File: src/rtl/game_state_ctrl.sv
// Game supervisor: frame-rate collision detect, IDLE/RUN/OVER FSM,
// and a 4-digit BCD score with high score.
module game_state_ctrl #(
  parameter logic [7:0]  START_KEY        = 8'h2C,
  parameter logic [7:0]  CLEAR_KEY        = 8'h28,
  parameter int unsigned FRAMES_PER_POINT = 6,
  parameter int unsigned COLLIDE_THRESH   = 4
) (
  input  logic        Clk,
  input  logic        Reset_n,
  input  logic        frame_clk,
  input  logic [9:0]  DrawX,
  input  logic [9:0]  DrawY,
  input  logic        is_ball,
  input  logic        is_tree,
  input  logic [7:0]  keycode,
  output logic [1:0]  state,
  output logic        run_enable,
  output logic        restart,
  output logic        game_over,
  output logic [15:0] score_bcd,
  output logic [15:0] high_bcd
);

  localparam logic [1:0] S_IDLE = 2'd0;
  localparam logic [1:0] S_RUN  = 2'd1;
  localparam logic [1:0] S_OVER = 2'd2;
  localparam logic [1:0] S_BAD  = 2'd3;

  localparam logic [7:0] FPP_LAST = 8'(FRAMES_PER_POINT - 1);
  localparam logic [7:0] THRESH   = 8'(COLLIDE_THRESH);

  logic        fc_cur_q, fc_prev_q, tick_q;
  logic [7:0]  ovl_q, ovl_d;
  logic [7:0]  frm_q, frm_d;
  logic [1:0]  state_q, state_d;
  logic [15:0] score_q, score_d;
  logic [15:0] high_q, high_d;
  logic        restart_q, restart_d;
  logic        ovl_now, collide;

  // Per-digit BCD increment; 9999 holds rather than wrapping.
  function automatic logic [15:0] bcd_inc(input logic [15:0] v);
    logic [15:0] r;
    logic        c;
    r = v;
    c = 1'b1;
    if (v != 16'h9999) begin
      for (int i = 0; i < 4; i++) begin
        if (c) begin
          if (r[i*4 +: 4] == 4'd9) begin
            r[i*4 +: 4] = 4'd0;
          end else begin
            r[i*4 +: 4] = r[i*4 +: 4] + 4'd1;
            c = 1'b0;
          end
        end
      end
    end
    return r;
  endfunction

  assign ovl_now = is_ball && is_tree &&
                   (DrawX < 10'd640) && (DrawY < 10'd480);
  assign collide = (ovl_q >= THRESH);

  always_ff @(posedge Clk or negedge Reset_n) begin
    if (!Reset_n) begin
      fc_cur_q  <= 1'b0;
      fc_prev_q <= 1'b0;
      tick_q    <= 1'b0;
    end else begin
      fc_cur_q  <= frame_clk;
      fc_prev_q <= fc_cur_q;
      tick_q    <= fc_cur_q && !fc_prev_q;
    end
  end

  // Compared on the tick, then reloaded with the tick cycle's own overlap.
  always_comb begin
    ovl_d = ovl_q;
    if (tick_q) begin
      ovl_d = ovl_now ? 8'd1 : 8'd0;
    end else if (ovl_now && (ovl_q != 8'hFF)) begin
      ovl_d = ovl_q + 8'd1;
    end
  end

  always_comb begin
    state_d   = state_q;
    score_d   = score_q;
    high_d    = high_q;
    frm_d     = frm_q;
    restart_d = 1'b0;
    if (state_q == S_BAD) begin
      state_d = S_IDLE;
    end else if (tick_q) begin
      unique case (1'b1)
        (state_q == S_IDLE): begin
          if (keycode == START_KEY) begin
            state_d   = S_RUN;
            restart_d = 1'b1;
            score_d   = 16'h0000;
            frm_d     = 8'd0;
          end
        end
        (state_q == S_RUN): begin
          if (collide) begin
            state_d = S_OVER;
            if (score_q > high_q) begin
              high_d = score_q;
            end
          end else if (frm_q == FPP_LAST) begin
            frm_d   = 8'd0;
            score_d = bcd_inc(score_q);
          end else begin
            frm_d = frm_q + 8'd1;
          end
        end
        (state_q == S_OVER): begin
          if (keycode == CLEAR_KEY) begin
            state_d = S_IDLE;
          end
        end
        default: state_d = S_IDLE;
      endcase
    end
  end

  always_ff @(posedge Clk or negedge Reset_n) begin
    if (!Reset_n) begin
      ovl_q     <= 8'd0;
      frm_q     <= 8'd0;
      state_q   <= S_IDLE;
      score_q   <= 16'h0000;
      high_q    <= 16'h0000;
      restart_q <= 1'b0;
    end else begin
      ovl_q     <= ovl_d;
      frm_q     <= frm_d;
      state_q   <= state_d;
      score_q   <= score_d;
      high_q    <= high_d;
      restart_q <= restart_d;
    end
  end

  assign state      = state_q;
  assign run_enable = (state_q == S_RUN);
  assign game_over  = (state_q == S_OVER);
  assign restart    = restart_q;
  assign score_bcd  = score_q;
  assign high_bcd   = high_q;

endmodule

File: config.mk
export PLATFORM = sky130hd
export DESIGN_NAME = game_state_ctrl
export DESIGN_NICKNAME = d
export VERILOG_FILES = /design/src/rtl/game_state_ctrl.sv
export SDC_FILE = /design/constraint.sdc
export NUM_CORES = 1
export LEC_CHECK = 0
export ABC_AREA = 0
export CAP_MARGIN = 5
export CORE_MARGIN = 2
export CORE_UTILIZATION = 45
export CTS_CLUSTER_SIZE = 16
export DETAILED_ROUTE_END_ITERATION = 6
export PLACE_DENSITY = 0.76
export SYNTH_ARGS = -nofsm -noshare
export SYNTH_HDL_FRONTEND = slang
export SYNTH_SLANG_ARGS = --single-unit
File: constraint.sdc
create_clock -name Clk -period 6.2 [get_ports Clk]
set_input_delay 1.24 -clock Clk [delete_from_list [all_inputs] [get_ports Clk]]
set_output_delay 1.24 -clock Clk [all_outputs]
set_load 0.1 [all_outputs]
Word level (Yosys, flattened, before mapping)
Cells that the tools add are included.
{"block": "totals", "regBits": 54, "latch_bits": 0, "ram_bits": 0, "mem_bits_ro": 0, "inputBits": 33, "output_inout_bits": 37, "wordCells": 114, "mem_count": 0}
{"block": "op_classes", "add_sub_neg": 6, "multipliers": 0, "n_div": 0, "order_cmp": 4, "n_eq_ne": 22, "shifts": 0, "n_mux": 52, "bitwise_logic": 1, "reduce_logical": 17}
{"cell": "16-bit two-way mux", "count": 4}
{"cell": "8-bit two-way mux", "count": 5}
{"cell": "16-bit case mux with 2 select lines", "count": 1}
{"cell": "1-bit two-way mux", "count": 28}
{"cell": "4-bit two-way mux", "count": 7}
{"cell": "8-bit AND reduction", "count": 3}
{"cell": "4-bit by 1-bit adder with 4-bit output (second input constant)", "count": 4}
{"cell": "8-bit by 1-bit adder with 8-bit output (second input constant)", "count": 2}
{"cell": "4-bit == test (second input constant)", "count": 4}
{"cell": "8-bit by 6-bit == test with 1-bit output (second input constant)", "count": 2}
{"cell": "16-bit > comparator", "count": 1}
{"cell": "16-bit != test (second input constant)", "count": 1}
{"cell": "8-bit case mux with 2 select lines", "count": 1}
{"cell": "2-bit by 1-bit != test with 1-bit output (second input constant)", "count": 6}
{"cell": "10-bit < comparator (second input constant)", "count": 1}
{"cell": "10-bit by 9-bit < comparator with 1-bit output (second input constant)", "count": 1}
{"cell": "2-bit two-way mux", "count": 5}
{"cell": "5-bit AND reduction", "count": 2}
{"cell": "8-bit by 3-bit == test with 1-bit output (second input constant)", "count": 1}
{"cell": "8-bit by 3-bit greater-or-equal comparator with 1-bit output (second input constant)", "count": 1}
{"cell": "8-bit != test (second input constant)", "count": 1}
{"cell": "7-bit AND reduction", "count": 1}
{"cell": "3-bit by 1-bit != test with 1-bit output (second input constant)", "count": 2}
{"cell": "2-bit case mux with 3 select lines", "count": 1}
{"cell": "other kinds (10)", "count": 17}

Logic depth before layout (Yosys ltp)
{"block": "depth", "ltp_word": 27, "ltp_mapped": 9, "mapped_depth_nobuf": 7}

Worst setup path after synthesis
No wires, ideal clock.
{"block": "synth_timing", "kind": "reg2out", "startpoint": "reg state_q[1] (netlist: state[1])", "endpoint": "out game_over", "arrival_time_ps": 2468, "t_required_ps": 4960, "path_slack_ps": 2492, "path_stages_with_launch": 2, "n_path_buf": 0, "cell_sequence": "dfrtp_1 > nor2b_1"}
{"block": "synth_between", "elab_chain_cells": 1}
{"item": "start: declaration", "line": "36", "text": "logic [1:0] state_q, state_d;"}
{"item": "start signal: assignment", "line": "141", "text": "state_q <= state_d;"}
{"item": "2-bit == test", "line": "150", "text": "assign game_over = (state_q == S_OVER);"}
{"item": "end: declaration", "line": "20", "text": "output logic game_over,"}
Every way passes these cells.

Final worst setup path
{"block": "layout_timing", "startpoint": "reg state_q[1] (netlist: state[1])", "endpoint": "out run_enable"}
{"block": "layout_between", "elab_chain_cells": 1}
{"item": "2-bit by 1-bit == test with 1-bit output", "line": "149", "text": "assign run_enable = (state_q == S_RUN);"}
{"item": "end: declaration", "line": "18", "text": "output logic run_enable,"}
Every way passes these cells.

==> flow_metrics.tcl <==
set metrics [dict create \
    status "completed" \
    yosysTopAreaCellShare_pct 38.8 \
    clk_pin_slew_ns 0.11 \
    core_area_um2 7610 \
    synth-edff-count 0 \
    ys_seq_elements 54 \
    grt_max_degree 55 \
    reg2reg_to "high_bcd[0]" \
    dieWidth_um 92.0 \
    gp_congestion 0.895 \
    ant_nets 0 \
    ctsHtreeMaxLevel 2 \
    fin_area_um2 4250 \
    dr_wl_met3_um 420 \
    max_freq_mhz 264 \
    crit_start "state[1]" \
    cts_inserted_buffers 5 \
    worstMarginPinSlew_ns 1.08 \
    grt_overflow 0 \
    fin_setup_tns_ns 0 \
    finalCritPeriodShare_pct 61.1 \
    dr.pass1.iters 5 \
    max_slew_margin_pct 27.8 \
    grt_pass1_wl_um 14600 \
    powerDensity_nw_per_um2 234 \
    crit_path_start_kind "flop" \
    whs_path_depth 0 \
    dr_wl_met2_um 4250 \
    placed_cell_area_um2 4130 \
    synthDistinctLibCells 58 \
    setup_ws_ns 2.41 \
    post_cts_buffers 0 \
    grt_pass1_vias 3105 \
    vias 3196 \
    die_y_um 92.0 \
    rsz0062_at_grt "no" \
    wl_um 8550 \
    synth_ff_type "dfrtp_1" \
    cts_tree "done" \
    synth_area_leaders "dfrtp_1 (39%), ha_1 (10%), a32oi_1 (4.0%), nand2_1 (3.8%), o21ai_0 (3.5%)" \
    routed.top_layer "met4" \
    grt_usage_pct 20.9 \
    avgSynthCellArea_um2 9.23 \
    yosys_warnings 0 \
    final_core_util_pct 55.8 \
    yosysTopAreaCell "dfrtp_1" \
    endpoint_kind "output pin" \
    syn2layout_area_growth_pct 22.0 \
    drtIter0Drc 254 \
    start_util_pct 45.8 \
    reg2reg_depth 6 \
    hpwl_um 5810 \
    maxCapViolCount 0 \
    wirelength_met1_um 3790 \
    fillers 698 \
    critPathKind "reg2out" \
    port_buffers 57 \
    hold_violations 0 \
    antenna_found_initial 0 \
    leakagePower_nw 1.71 \
    clk_latency_ns 0.32 \
    nets 490 \
    ios 70 \
    drc 0 \
    clockRootBuffer "clkbuf_8" \
    die_area_um2 8450 \
    ys_seq_area_share_pct 38.8 \
    dpl_worst_slack_ns 2.61 \
    clockBufferDepth 2 \
    holdBufCountCts 0 \
    slew_violations 0 \
    wl_per_cell_um 16.1 \
    final.min_clock_period_ns 3.79 \
    syn-num-nets 438 \
    viasPerCell 6.01 \
    setup_viol 0 \
    antenna_cells 0 \
    r2r_start "score_bcd[14]" \
    cp.required_ns 4.96 \
    skew_ns 0.0108 \
    drive_gt1_share_pct 6.51 \
    rows 32 \
    holdPathEnd "fc_prev_q" \
    crit_fanout 12 \
    synthCells 377 \
    hp-start "fc_cur_q" \
    vdd_drop_max_mv 0.114 \
    regToRegSetupSlack_ns 3.27 \
    cts.repair.resized 0 \
    netlist_area_um2 3480 \
    async_flop_share_pct 100 \
    cts_sinks 54 \
    worstPathArrival_ns 2.55 \
    hp-class "reg2reg" \
]
==> cells in the final DEF, fill, tap and decap left out, types with 3 or more instances in the layout <==
cell type        count
nand3b_1             5
a21oi_1             11
clkdlybuf4s50_1     56
o31ai_1             13
nor3_1               5
mux2i_1              4
buf_4                3
nand2_1             35
nor2_1              23
mux2_2               3
a31oi_1              3
nand3_1             11
nor2b_1              5
inv_1               28
ha_1                28
and2_1               5
a21o_1               3
o21ai_0             24
o21ai_1              7
dfrtp_1             54
xnor2_1              3
nor4_1              16
nand4_1             11
a32oi_1             16
clkbuf_8             5
and3_1               5
o41ai_1              5
==> cell type report <==
class	instances	area [um2]	share of cell area [%]
Sequential cell	54	1350	31.8
Clock inverter	3	47.5	1.12
Clock buffer	5	68.8	1.62
Inverter	29	109	2.56
Multi-Input combinational cell	279	1960	46.0
Tap cell	102	128	3.00
Timing Repair Buffer	60	588	13.8
==> report_power, final <==
part / leakage [nW] / internal (mW) / switching, mW / total [mW]
registers: 0.723 / 0.374 / 0.0303 / 0.404
clock network: 0.0587 / 0.123 / 0.128 / 0.251
logic: 0.930 / 0.0936 / 0.247 / 0.341
==> routing by layer <==
layer | global-route usage [%] | vias up
met5 | 0 | -
met4 | 4.48 | 0
met3 | 3.29 | 13
met2 | 35.9 | 112
met1 | 28.1 | 1550
li1 | - | 1521
==> kinds of logic after synthesis <==
group | share of synthesized area (%)
simple gates | 22.0
compound gates | 20.1
flops | 38.8
buf+inv | 5.00
fa+ha+maj | 10.1
mux | 2.98
xor+xnor | 1.01
==> through the flow <==
step | hold WS (ns) | power [mW] | cells
2_1_floorplan | 0.347 | 0.654 | 377
3_3_place_gp | 0.357 | 0.744 | 524
3_5_place_dp | 0.361 | 0.750 | 524
4_1_cts | 0.386 | 0.997 | 532
5_1_grt | 0.406 | 1.04 | 532
6_report | 0.382 | 0.996 | 532
==> how the worst max path moves through the flow <==
stage / endpoint / slack (ns)
CTS: run_enable / 2.42
global route: run_enable / 2.33
global placement: score_bcd[4] / 2.63
floorplan: game_over / 2.49
detailed placement: score_bcd[5] / 2.61
finish: run_enable / 2.41
==> cells in the mapped netlist, types with 3 or more instances <==
| cell | instances |
|---|---|
| mux2i_1 | 4 |
| buf_2 | 4 |
| o21ai_0 | 24 |
| a31oi_1 | 3 |
| a21oi_1 | 11 |
| xnor2_1 | 3 |
| inv_1 | 28 |
| clkbuf_1 | 10 |
| nor2b_1 | 5 |
| a32oi_1 | 16 |
| mux2_2 | 3 |
| and3_1 | 5 |
| o41ai_1 | 5 |
| nor2_1 | 23 |
| nor4_1 | 16 |
| o21ai_1 | 7 |
| o31ai_1 | 13 |
| ha_1 | 28 |
| nand2_1 | 35 |
| nor3_1 | 5 |
| and2_1 | 5 |
| nand3b_1 | 5 |
| nand4_1 | 11 |
| dfrtp_1 | 54 |
| nand3_1 | 11 |
| a21o_1 | 3 |
==> critical path: stages, from the launching register on <==
cell and delay (ns):
dfrtp_1 0.48, nand2b_2 0.36, inv_2 0.22, clkdlybuf4s50_1 1.16
==> registers in the layout (all words and copies together) (netlist names) <==
register   count
restart        1
state          2
score_bcd     16
fc_prev_q      1
frm_q          8
fc_cur_q       1
tick_q         1
ovl_q          8
high_bcd      16
(Power assumes the default switching activity.)
